`src/rtl/pc_fetch_ctrl.sv`:
```
// ---------------------------------------------------------------------------
// pc_fetch_ctrl
//
// Fetch-side program-counter controller for the RV32I core. Owns the fetch
// PC and walks it through BOOT -> RUN, with RUN handling redirects from the
// execute-stage next-PC selector, halts, stalls and sequential increment.
// HALT and TRAP are terminal until reset.
//
// Optional feature macro: PC_FETCH_STATS_EN
//   defined   -> saturating redirect/stall performance counters
//   undefined -> redirect_count/stall_count tied to 0, no counter flops
//
// Ports:
//   clk, rst            clock, asynchronous active-high reset
//   stall               hold the PC this cycle
//   ex_valid            execute stage holds a live instruction
//   redirect            taken-branch/jump flag (qualified by ex_valid)
//   redirect_target     resolved next PC
//   halt_req            ECALL/EBREAK seen in decode
//   pc, pc_plus4        fetch address and its sequential successor
//   if_valid            pc is a real fetch this cycle
//   flush_if, flush_id  clear IF/ID and ID/EX at the next edge
//   halted              core stopped by halt_req
//   misaligned          sticky misaligned-redirect flag
//   redirect_count      accepted redirects (stats build only)
//   stall_count         stalled RUN cycles (stats build only)
// ---------------------------------------------------------------------------
module pc_fetch_ctrl #(
    parameter int               WIDTH    = 32,
    parameter logic [WIDTH-1:0] RESET_PC = '0
) (
    input  logic             clk,
    input  logic             rst,
    input  logic             stall,
    input  logic             ex_valid,
    input  logic             redirect,
    input  logic [WIDTH-1:0] redirect_target,
    input  logic             halt_req,
    output logic [WIDTH-1:0] pc,
    output logic [WIDTH-1:0] pc_plus4,
    output logic             if_valid,
    output logic             flush_if,
    output logic             flush_id,
    output logic             halted,
    output logic             misaligned,
    output logic [31:0]      redirect_count,
    output logic [31:0]      stall_count
);

    typedef enum logic [1:0] {
        ST_BOOT = 2'd0,
        ST_RUN  = 2'd1,
        ST_HALT = 2'd2,
        ST_TRAP = 2'd3
    } state_e;

    state_e           state_q;
    logic [WIDTH-1:0] pc_q;
    logic             if_valid_q;
    logic             halted_q;
    logic             misaligned_q;

    logic             redirect_take;
    logic             target_aligned;

    // A redirect is only acted on in RUN and only for a live EX instruction;
    // it outranks stall and halt_req because those belong to the wrong path.
    assign redirect_take  = (state_q == ST_RUN) && ex_valid && redirect;
    assign target_aligned = (redirect_target[1:0] == 2'b00);

    // Flushes are combinational so both pipeline registers clear on the same
    // edge that loads the target; a misaligned target also kills the
    // younger instructions on its way into TRAP.
    assign flush_if = redirect_take;
    assign flush_id = redirect_take;

    assign pc_plus4   = pc_q + WIDTH'(4);
    assign pc         = pc_q;
    assign if_valid   = if_valid_q;
    assign halted     = halted_q;
    assign misaligned = misaligned_q;

    always_ff @(posedge clk or posedge rst) begin
        if (rst) begin
            state_q      <= ST_BOOT;
            pc_q         <= RESET_PC;
            if_valid_q   <= 1'b0;
            halted_q     <= 1'b0;
            misaligned_q <= 1'b0;
        end else begin
            case (state_q)
                ST_BOOT: begin
                    state_q    <= ST_RUN;
                    if_valid_q <= 1'b1;
                end
                ST_RUN: begin
                    if (redirect_take && target_aligned) begin
                        pc_q <= redirect_target;
                    end else if (redirect_take) begin
                        state_q      <= ST_TRAP;
                        if_valid_q   <= 1'b0;
                        misaligned_q <= 1'b1;
                    end else if (halt_req) begin
                        state_q    <= ST_HALT;
                        if_valid_q <= 1'b0;
                        halted_q   <= 1'b1;
                    end else if (!stall) begin
                        pc_q <= pc_plus4;
                    end
                end
                ST_HALT, ST_TRAP: begin
                    // Terminal: PC and flags frozen until reset.
                end
                default: begin
                    state_q    <= ST_BOOT;
                    if_valid_q <= 1'b0;
                end
            endcase
        end
    end

`ifdef PC_FETCH_STATS_EN
    logic        redirect_accept;
    logic        stall_accept;
    logic [31:0] redirect_count_q;
    logic [31:0] stall_count_q;

    // Misaligned redirects count as accepted; a stall only counts when no
    // higher-priority event claimed the cycle.
    assign redirect_accept = redirect_take;
    assign stall_accept    = (state_q == ST_RUN) && !redirect_take && !halt_req && stall;

    always_ff @(posedge clk or posedge rst) begin
        if (rst) begin
            redirect_count_q <= '0;
            stall_count_q    <= '0;
        end else begin
            if (redirect_accept && (redirect_count_q != 32'hFFFF_FFFF)) begin
                redirect_count_q <= redirect_count_q + 32'd1;
            end
            if (stall_accept && (stall_count_q != 32'hFFFF_FFFF)) begin
                stall_count_q <= stall_count_q + 32'd1;
            end
        end
    end

    assign redirect_count = redirect_count_q;
    assign stall_count    = stall_count_q;
`else
    assign redirect_count = 32'd0;
    assign stall_count    = 32'd0;
`endif

endmodule

```
`config.mk`:
```
export PLATFORM = sky130hd
export DESIGN_NAME = pc_fetch_ctrl
export DESIGN_NICKNAME = d
export VERILOG_FILES = /design/src/rtl/pc_fetch_ctrl.sv
export SDC_FILE = /design/constraint.sdc
export NUM_CORES = 1
export LEC_CHECK = 0
export BUFFER_PORTS_ARGS = -buffer_cell sky130_fd_sc_hd__buf_4
export CAP_MARGIN = 20
export CORE_UTILIZATION = 35
export CTS_BUF_LIST = sky130_fd_sc_hd__clkbuf_16
export DETAILED_ROUTE_END_ITERATION = 8
export GPL_TIMING_DRIVEN = 0
export PLACE_DENSITY = 0.66
export SYNTH_ARGS = -nofsm -noshare
export SYNTH_HDL_FRONTEND = slang
export SYNTH_SLANG_ARGS = --single-unit
```
`constraint.sdc`:
```
create_clock -name clk -period 6.1 [get_ports clk]
set_input_delay 1.83 -clock clk [delete_from_list [all_inputs] [get_ports clk]]
set_output_delay 1.83 -clock clk [all_outputs]
set_load 0.01 [all_outputs]
```
* Word-level counts from Yosys, hierarchy flattened *
Cells that the tools add are included.

storage, ports and cells
  flip-flop bits (word level) = 37
  bits of input ports = 38
  output and inout bits = 133

operators by class
  add/sub/neg operators = 1
  equality and inequality tests = 6
  muxes and demuxes = 12
  bitwise gates (word level) = 2
  reduce and logical (&&, ||, !) cells = 10

operators by type and width
  operator               number
  $mux 32                4
  $add 32x3->32 const B  1
  $reduce_and 4->1       2
  $mux 2                 3
  $ne 2x1->1 const B     3
  $reduce_and 3->1       2
  $logic_not 2->1        2
  $pmux 2 s2             1
  $logic_and 1x1->1      3
  $mux 1                 3
  $ne 3x3->1 const B     1
  $eq 2x1->1 const B     1
  $ne 2x2->1 const B     1
  $not 1->1              2
  $pmux 1 s2             1
  $reduce_bool 2->1      1

* Depth between registers and ports, before layout *
Gate-level depths: netlist of the first run.

  depth in word-level cells = 6
  mapped depth = 7
  gate-level depth less buffers = 6

* Least setup slack after synthesis of the first run *
OpenSTA, ideal clock, no wires.

  path type = input port to output port
  from = input redirect
  to = output flush_if
  data arrival time = 2292 ps
  slack = 1978 ps
  cell stages on the path = 3
  cells stage by stage = nand2_1 > nor2_1 > buf_4

between the ends
  word-level cells in the longest chain between the ends = 1

RTL lines
  element            line  text
  start, declared    36    input logic redirect,
  $logic_and 1x1->1  68    assign redirect_take = (state_q == ST_RUN) && ex_valid && redirect;
  end, declared      42    output logic flush_if,

Every way passes these cells.

* Worst setup path after layout of the first run *
  from = register pc_q[2] (netlist: pc[2])
  to = output pc_plus4[28]

between the ends
  word-level cells in the longest chain between the ends = 1

RTL lines
  element                 line  text
  start, declared         58    logic [WIDTH-1:0] pc_q;
  start signal, assigned  98    pc_q <= redirect_target;
  start signal, assigned  108   pc_q <= pc_plus4;
  $add 32x3->32           77    assign pc_plus4 = pc_q + WIDTH'(4);
  end, declared           40    output logic [WIDTH-1:0] pc_plus4,

Every way passes these cells.

==> results of run 1 <==
-- worst reg2reg max path, delay by kind of cell, from the launching register on --
family,cells,cell delay [ns]
AOI/OAI and AO/OA,1,0.27
adders and majority gates,1,0.28
DFF,1,0.45
muxes,1,0.17
and+or+nand+nor,3,1.15
-- Yosys cell counts (6+ instances only) --
cell      instances  area share, %
nand3_1          14            2.4
o21ai_0          16            2.7
buf_2             6            1.0
nor2_1           22            2.8
xor2_1           12            3.6
buf_4            68             17
xnor2_1          22            6.6
nand2_1          32            4.1
inv_1             8            1.0
nand4_1          13            2.8
dfrtp_1          37             32
a21oi_1          13            2.2
clkbuf_1         13            1.7
-- final cells by class --
class | count | area, um2
well taps | 102 | 127.6
flip-flops and latches | 37 | 925.9
inverters | 8 | 30.03
repair buffers | 106 | 795.8
fillers | 785 | 3662
multi-input cells | 280 | 1618
clock buffers | 5 | 125.1
plain buffers | 87 | 589.3
clock inverters | 3 | 13.76
-- logic make-up after synthesis --
kind of cell               share of synthesized area (%)
DFF                                                31.64
other                                             0.1281
and+or+nand+nor                                    20.86
AOI/OAI and AO/OA                                  14.92
muxes                                             0.6841
xor gates and xnor gates                           10.18
adders and majority gates                         0.4275
buffers and inverters                              21.16
-- per-stage QoR --
stage                     worst slack [ns]  power [mW]  utilization (%)  cells  instance area [um2]
final                                1.767      0.8594            53.57    628                 4225
after global routing                 1.521      0.9058            53.57    628                 4225
after CTS                            1.779      0.8607            53.57    628                 4225
after detailed placement             1.829      0.6099            51.81    620                 4086
after global placement               1.855      0.6059            51.81    620                 4086
after floorplan                      1.978      0.4751                -    412                 3163
-- worst min-delay path by stage --
| stage | startpoint | endpoint | slack, ns | cells after the start |
|---|---|---|---|---|
| 6_report | misaligned | misaligned | 0.47 | 2 |
| 2_1_floorplan | state_q[1] | if_valid | 0.49 | 1 |
| 4_1_cts | misaligned | misaligned | 0.48 | 2 |
| 3_3_place_gp | misaligned | misaligned | 0.46 | 2 |
| 3_5_place_dp | misaligned | misaligned | 0.46 | 2 |
| 5_1_grt | misaligned | misaligned | 0.50 | 2 |
-- sequential cells by signal, summed over array words and instances (netlist names) --
signal	cells
pc	32
misaligned	1
halted	1
state_q	2
if_valid	1
-- report_power, final --
part | internal, mW | switching [mW]
Combinational | 0.155 | 0.132
Clock | 0.149 | 0.104
Sequential | 0.275 | 0.0451
-- cells in the final DEF, fill, tap and decap left out, drive strengths merged, types with 3 or more instances in the layout --
cell type / count
buf: 180
conb: 64
dfrtp: 37
nand2: 32
nor2: 22
xnor2: 22
clkbuf: 18
o21ai: 16
nand4: 15
nand3: 14
a21oi: 13
xor2: 12
inv: 9
nor3: 6
nor4: 6
a31oi: 5
nand2b: 4
and4: 4
a221o: 4
and3: 4
o22ai: 4
a311oi: 4
o311ai: 4
and2: 3
-- layer usage --
layer	vias up	track usage (%)
met4	0	4.487
met2	153	32.78
met5	-	0
met3	12	4.715
li1	1442	-
met1	1341	25.82
==> results.cfg, run 1 <==
[sta]
hold_viol_final = 0
skew_ns = 0.004866
worst_pin_slew_ns = 0.8165
fin_crit_sh_pct = 71.03
clock.fmax_mhz = 230.8
tns_ns = 0
slew_viol_final = 0
timing.final.crit_period_ns = 4.333
setup-violations-final = 0
rsz0062_at_grt = no
slew_headroom_pct = 45.49
fin_hold_ws_ns = 0.4685

[drt]
firstDrtPassIters = 5
top_layer_used = met4
wl_met3_um = 731
wl_met2_mm = 4.090
avgViaCountPerCell = 4.694
drtIter0Drc = 150
postRouteAntennaNets = 0
wl_met1_mm = 3.635
routedWlPerCell_um = 13.64
finalWirelength_mm = 8.566
vias = 2948
drc_errors = 0

[clock_tree]
cts_made_buffers = 5
path_clk_slew_ns = 0.06
htreeDepth = 2
cts.sinks = 37
hold_buffers = 0
root_buffer = clkbuf_16
cts_tree = built
clk_latency_ns = 0.28
clk_path_buf_depth = 2
cts_repair_resize_count = 0
cts_setup_buffers = 0

[worst_setup_path]
rr_startpoint = pc[2]
r2r-end = pc[28]
crit_buf_inv = 1
end_kind = output port
critical_path_class = reg -> out
path_depth = 6
crit_end = pc_plus4[28]
crit_start = pc[2]
critPathMaxStageDelay_ns = 0.61
critical_path_required_ns = 4.27
cpLargestDelayFamily = simple AND/OR/NAND/NOR gates
reg2regPathDepth = 6
critPathSlowestCell = nor4_4
crit_path_max_fanout = 8
critPathLaunchType = flip-flop
rrSetupSlack_ns = 3.66
crit_chain = ha_1, nand3_1, nor4_4, nand4_1, xnor2_1, buf_4
arrival_ns = 2.50

[die]
dieArea_um2 = 8731
core_um2 = 7888
die_y_um = 93.44
rows = 32
die_x_um = 93.44
start_util_pct = 37.10
io_pins = 171

[layout]
drive_above_1_share_pct = 37.45
final_nets = 564
n_antenna_cell = 0
area_growth_syn_to_layout_pct = 44.38

[power_and_ir_drop]
vdd_drop_max_v = 0.0001723
power_leakage_nw = 2.181
power_density_nw_per_um2 = 203.4

[logic_synthesis]
async_flop_share_pct = 100.0
ys_ff_latch = 37
synth-seq-area-share_pct = 31.64
syn_inst = 349
synthFlopType = dfrtp_1
netlist_area_um2 = 2927
synth_area_per_cell_um2 = 8.386
synth_cell_types = 44
synth_edf_count = 0
yosysWarnings = 0

[global_route]
grt_use_total_pct = 19.72
grt_max_degree = 38
first_global_vias = 2681
overflow = 0
antenna_found_initial = 0
grt_pass1_wl_mm = 13.53

[placement]
gp_congestion = 0.8630
port_buffers = 106
hpwl_mm = 6.513

[run_status]
status = finished clean

[hold_path]
hold_path_class = reg -> reg

[job]
maxCapViolCount = 0
(Power assumes the default switching activity.)
==> run 2, diff against run 1 <==
--- a/config.mk
+++ b/config.mk
@@ -5,13 +5,14 @@
 export SDC_FILE = /design/constraint.sdc
 export NUM_CORES = 1
 export LEC_CHECK = 0
+export ABC_AREA = 1
 export BUFFER_PORTS_ARGS = -buffer_cell sky130_fd_sc_hd__buf_4
 export CAP_MARGIN = 20
 export CORE_UTILIZATION = 35
 export CTS_BUF_LIST = sky130_fd_sc_hd__clkbuf_16
 export DETAILED_ROUTE_END_ITERATION = 8
 export GPL_TIMING_DRIVEN = 0
-export PLACE_DENSITY = 0.66
+export PLACE_DENSITY = 0.65
 export SYNTH_ARGS = -nofsm -noshare
 export SYNTH_HDL_FRONTEND = slang
 export SYNTH_SLANG_ARGS = --single-unit
==> constraint.sdc (replaced) <==
create_clock -name clk -period 4.2 [get_ports clk]
set_input_delay 1.26 -clock clk [delete_from_list [all_inputs] [get_ports clk]]
set_output_delay 1.26 -clock clk [all_outputs]
set_load 0.01 [all_outputs]
==> run 2 against run 1 <==
  * Clock-buffer cell count is the same
  * Synthesized cell count is 39% higher
  * Critical path depth rose by 3
  * Critical path type unchanged
  * Critical endpoint is now pc_plus4[22]
  * Largest cell class unchanged
  * Largest power group is now clock
  * Highest routed layer unchanged
==> results.cfg, run 2 <==
[logic_synthesis]
synth_top_cell_by_area = dfrtp_1
yosysWarnings = 0
synth-seq-area-share_pct = 29.20
ys_ff_latch = 37
synth_xor_xnor_area_share_pct = 2.486
synth_edf_count = 0
async_flop_share_pct = 100.0
synth_area_per_cell_um2 = 6.537
yosys-top-cells-area = dfrtp_1, nand2_1, buf_4
synth_top_family_by_area = simple AND/OR/NAND/NOR gates
synthAdderAreaFrac_pct = 0.3946
synth_top_area_share_pct = 29.20
synth-compound-area-share_pct = 6.946
synthMuxAreaShare_pct = 0
synth.most_common_cell = nand2_1
synth_cell_types = 28
syn_inst = 485
synthFlopType = dfrtp_1
yosys.area_share.simple_pct = 35.40
netlist_area_um2 = 3171
synthTopCellsByCount = nand2_1, buf_4, inv_1

[die]
die_x_um = 97.18
dieArea_um2 = 9443
start_util_pct = 36.18
rows = 34
die_y_um = 97.18
io_pins = 171
core_um2 = 8763

[clock_tree]
hold_buffers = 0
clk_latency_ns = 0.28
path_clk_slew_ns = 0.06
htreeDepth = 2
clk_path_buf_depth = 2
cts_repair_resize_count = 0
cts_made_buffers = 5
root_buffer = clkbuf_16
cts.sinks = 37
cts_setup_buffers = 0
cts_tree = built

[worst_setup_path]
critPathLaunchType = flip-flop
r2r-end = pc[22]
rrSetupSlack_ns = 2.49
arrival_ns = 1.94
critical_path_class = reg -> out
end_kind = output port
critical_path_required_ns = 2.94
critPathMaxStageDelay_ns = 0.40
crit_path_max_fanout = 7
rr_startpoint = pc[2]
crit_chain = ha_1, nand2_1, nor2_1, nand2_2, nor2_4, nand2_1, nand2_1, nand2_1, buf_4
reg2regPathDepth = 10
cp_common_cell = nand2_1
critPathSlowestCell = dfrtp_1

[placement]
placed_cell_area_um2 = 4338
port_buffers = 106
hpwl_mm = 7.083
place_ws_ns = 1.065
gp_congestion = 0.8781
placed_cells = 762

[layout]
drive_above_1_share_pct = 32.48
final_nets = 700
layout_commonest_cell = buf_4
post-route-cell-area_um2 = 4509
fin_util_pct = 51.46
fillerInstances = 908
largest_register_ffs = 32
final_cell_mix = buf_4, nand2_1, conb_1
area_growth_syn_to_layout_pct = 42.23
n_antenna_cell = 0
instances_no_fill = 770

[sta]
clock.fmax_mhz = 312.9
rsz0062_at_grt = no
timing.final.crit_period_ns = 3.196
tns_ns = 0
worst_pin_slew_ns = 0.8131
worst_slack_ns = 1.004
setup-violations-final = 0
fin_hold_ws_ns = 0.4692
fin_crit_sh_pct = 76.09
hold_viol_final = 0
skew_ns = 0.005222
slew_headroom_pct = 45.72
slew_viol_final = 0

[hold_path]
min_from = halted
hold_path_class = reg -> reg
holdPathStages = 2
worst_hold_path.endpoint = halted

[global_route]
grt_pass1_wl_mm = 14.34
grt_use_total_pct = 18.73
overflow = 0
antenna_found_initial = 0
first_global_vias = 3004
grt_max_degree = 38

[drt]
postRouteAntennaNets = 0
wl_met1_mm = 3.822
finalWirelength_mm = 8.854
routedWlPerCell_um = 11.50
drc_errors = 0
firstDrtPassIters = 4
avgViaCountPerCell = 4.287
drtIter0Drc = 155
wl_met3_um = 579
wl_met2_mm = 4.284
top_layer_used = met4
vias = 3301

[job]
maxCapViolCount = 0

[power_and_ir_drop]
p_clk_share_pct = 44.9
vdd_drop_max_v = 0.0001487
combPwrFrac_pct = 17.2
power_leakage_nw = 2.679
p_int_uw = 734.6
power_density_nw_per_um2 = 219.7
switching_power_uw = 256.0
swShare_pct = 25.84
total_power_uw = 990.6
seqPwrFrac_pct = 37.9

[run_status]
status = finished clean
-- run 2: cell types whose count changed after synthesis, sizes merged, moves of 5 or more --
cell,before,now
xor2,12,3
inv,8,67
o21ai,16,27
nand4,15,3
o22ai,4,9
nor4,6,0
nand2,32,154
xnor2,22,6
a21oi,13,1
nor3,6,0
nand3,14,29
clkbuf,13,2
nor2,22,64
-- run 2: worst max path at each step --
| stage | from | endpoint | slack [ns] |
|---|---|---|---|
| 5_1_grt | pc[2] | pc_plus4[20] | 0.81 |
| 3_3_place_gp | redirect | flush_if | 1.08 |
| 6_report | pc[2] | pc_plus4[22] | 1.00 |
| 3_5_place_dp | redirect | flush_if | 1.07 |
| 2_1_floorplan | redirect | flush_if | 1.23 |
| 4_1_cts | pc[2] | pc_plus4[20] | 1.01 |
-- run 2: final cells by class --
class                   count  area, um2  area share [%]
clock inverters             3      46.29           1.027
clock buffers               5      125.1           2.775
inverters                  67      251.5           5.577
plain buffers              75      555.5           12.32
repair buffers            106      795.8           17.65
multi-input cells         369       1674           37.13
flip-flops and latches     37      925.9           20.53
well taps                 108      135.1           2.997
-- run 2: worst max-delay path, delay by kind of cell (launching register included) --
family	cells	cell delay (ns)
fa+ha+maj	1	0.23
buf+inv	1	0.15
flops	1	0.40
simple gates	7	0.88
-- run 2: power by group through the flow --
stage                     clock, mW  combinational, mW  sequential, mW
after floorplan                   0              0.109           0.382
after global placement            0              0.168           0.382
after detailed placement          0              0.169           0.382
after CTS                     0.443              0.170           0.375
after global routing          0.460              0.188           0.377
final                         0.445              0.171           0.375
-- run 2: metal layers --
| metal | vias up | track usage [%] |
|---|---|---|
| met4 | 0 | 6.200 |
| met2 | 129 | 32.07 |
| met1 | 1458 | 23.49 |
| met3 | 13 | 3.741 |
| li1 | 1701 | - |
| met5 | - | 0 |
-- run 2: kinds of logic (layout without fill, tap and decap cells) --
kind of cell,count (synthesis),count (layout)
AO/OA/AOI/OAI,39,39
adder cells (fa/ha/maj),1,1
AND/OR/NAND/NOR,256,256
buffers and inverters,142,256
XOR/XNOR,9,9
flip-flops,37,37
other,1,64
==> run 3, diff against run 2 <==
--- a/config.mk
+++ b/config.mk
@@ -5,14 +5,14 @@
 export SDC_FILE = /design/constraint.sdc
 export NUM_CORES = 1
 export LEC_CHECK = 0
-export ABC_AREA = 1
+export ABC_AREA = 0
 export BUFFER_PORTS_ARGS = -buffer_cell sky130_fd_sc_hd__buf_4
 export CAP_MARGIN = 20
 export CORE_UTILIZATION = 35
 export CTS_BUF_LIST = sky130_fd_sc_hd__clkbuf_16
 export DETAILED_ROUTE_END_ITERATION = 8
 export GPL_TIMING_DRIVEN = 0
-export PLACE_DENSITY = 0.65
+export PLACE_DENSITY = 0.69
 export SYNTH_ARGS = -nofsm -noshare
 export SYNTH_HDL_FRONTEND = slang
 export SYNTH_SLANG_ARGS = --single-unit
==> constraint.sdc (replaced) <==
create_clock -name clk -period 2.9 [get_ports clk]
set_input_delay 0.87 -clock clk [delete_from_list [all_inputs] [get_ports clk]]
set_output_delay 0.87 -clock clk [all_outputs]
set_load 0.01 [all_outputs]
==> run 3 against run 2 <==
  * The flow now finishes with violations (setup timing)
  * Clock power is 19% higher
  * Sequential share of layout area hardly changed
  * Clock skew is 0.0031 ns higher
  * First-iteration DRC count is 4.5% lower
  * Final area is 1.6% higher
  * Die area is 7.5% lower
  * Global-route usage is 0.98 points higher
  * Critical endpoint is now pc_plus4[28]
==> results.cfg, run 3 (synthesized netlist as in run 1, its figures left out) <==
[run_status]
status = complete, but fails checks
violations = setup timing

[sta]
timing.final.crit_period_ns = 2.928
rsz0062_at_grt = yes
skew_ns = 0.008308
slew_viol_final = 0
slew_headroom_pct = 44.59
fin_crit_sh_pct = 101.0
setup-violations-final = 2
hold_viol_final = 0
clock.fmax_mhz = 341.5
tns_ns = -0.03216
worst_slack_ns = -0.02840
worst_pin_slew_ns = 0.8299

[global_route]
antenna_found_initial = 0
grt_pass1_wl_mm = 13.70
overflow = 0
first_global_vias = 2815
grt_max_degree = 38
grt_use_total_pct = 19.71

[hold_path]
hold_path_class = reg -> reg
min_from = misaligned

[worst_setup_path]
critPathLaunchType = flip-flop
end_kind = output port
arrival_ns = 2.06
critical_path_class = reg -> out
critical_path_required_ns = 2.03
crit_start = pc[3]
crit_path_max_fanout = 5
rr_startpoint = state_q[1]

[drt]
postRouteAntennaNets = 0
vias = 3076
avgViaCountPerCell = 4.696
routedWlPerCell_um = 13.70
drtIter0Drc = 148
firstDrtPassIters = 4
finalWirelength_mm = 8.975
drc_errors = 0

[layout]
layout_commonest_cell = buf_4
largest_register_ffs = 32
final_cell_mix = buf_4, conb_1, nand2_1
instances_no_fill = 655
n_antenna_cell = 0
final_nets = 591
fillerInstances = 742
multi_input_area_um2 = 1718
drive_above_1_share_pct = 45.57
fin_util_pct = 58.11
area_growth_syn_to_layout_pct = 56.61
area.sequential_um2 = 940.9

[power_and_ir_drop]
vdd_drop_max_v = 0.0002194
power_leakage_nw = 2.364
total_power_mw = 1.880
power_density_nw_per_um2 = 410.2

[die]
io_pins = 171
die_x_um = 93.44
dieArea_um2 = 8731
die_y_um = 93.44
start_util_pct = 37.10
rows = 32
core_um2 = 7888

[placement]
gp_congestion = 0.8248
placed_cells = 620
hpwl_mm = 6.449
port_buffers = 106
place_ws_ns = -0.1856

[clock_tree]
htreeDepth = 2
cts_made_buffers = 5
cts.sinks = 37
path_clk_slew_ns = 0.06
root_buffer = clkbuf_16
clk_latency_ns = 0.28
clk_path_buf_depth = 2
cts_tree = built

[job]
maxCapViolCount = 0
==> run 3: cell types whose count changed in the layout (fill, tap and decap cells not counted), sizes merged, moves of 9 or more <==
cell | previous run | this run
buf | 179 | 208
xnor2 | 6 | 22
inv | 67 | 8
xor2 | 3 | 12
a21oi | 1 | 13
nor2 | 64 | 22
clkbuf | 7 | 17
nand2 | 154 | 32
nand3 | 29 | 14
o21ai | 27 | 16
nand4 | 3 | 15
==> run 3: worst paths after layout <==
path,to,slack [ns],depth (start not counted)
worst min-delay path,misaligned,0.47,2
worst min register to register,misaligned,0.47,2
max in group asynchronous,pc[16],1.55,2
worst max-delay path,pc_plus4[28],-0.03,7
worst max register to register,pc[31],0.67,5
min in group asynchronous,pc[28],0.77,2
==> run 3: power by group <==
part | internal (mW) | switching, mW
sequential | 0.584 | 0.0998
combinational | 0.372 | 0.295
clock | 0.315 | 0.214
total | 1.27 | 0.609
==> run 3: final cells by class <==
class                      instances  share of cell area (%)
clock inverter                     3                  0.3822
clock buffer                       5                   2.730
tap                              102                   2.785
buffer                            85                   12.97
timing repair buffer             135                   22.47
sequential                        37                   20.53
inverter                           8                  0.6552
multi-input combinational        280                   37.48
==> run 3: what timing repair did <==
action,CTS,global route
endpoints found under the setup margin,15,19
pin swaps,3,11
resized for setup,16,19
endpoints found under the hold margin,0,0
buffers inserted,14,15
hold buffers,0,0
==> run 3: routing by layer <==
metal  up-vias  GRT usage [%]  part of all wire (%)
met5         -              0                     0
met4         0          5.256                   1.1
met3         9          3.984                   7.5
met2       130          35.66                    52
met1      1440          23.56                    39
li1       1497              -                     -
==> run 3: per-stage QoR <==
| stage | cell area, um2 | hold WS (ns) |
|---|---|---|
| 3_3_place_gp | 4086 | 0.4531 |
| 6_report | 4583 | 0.4697 |
| 4_1_cts | 4403 | 0.4761 |
| 2_1_floorplan | 3163 | 0.4906 |
| 3_5_place_dp | 4086 | 0.4621 |
| 5_1_grt | 4583 | 0.4964 |
==> run 3: critical path, cell delays in order, from the launching register on <==
cell and delay (ns):
dfrtp_2 0.43, ha_4 0.18, nand3_4 0.15, nor4_4 0.31
buf_4 0.18, nand4_1 0.17, xnor2_1 0.22, buf_4 0.14
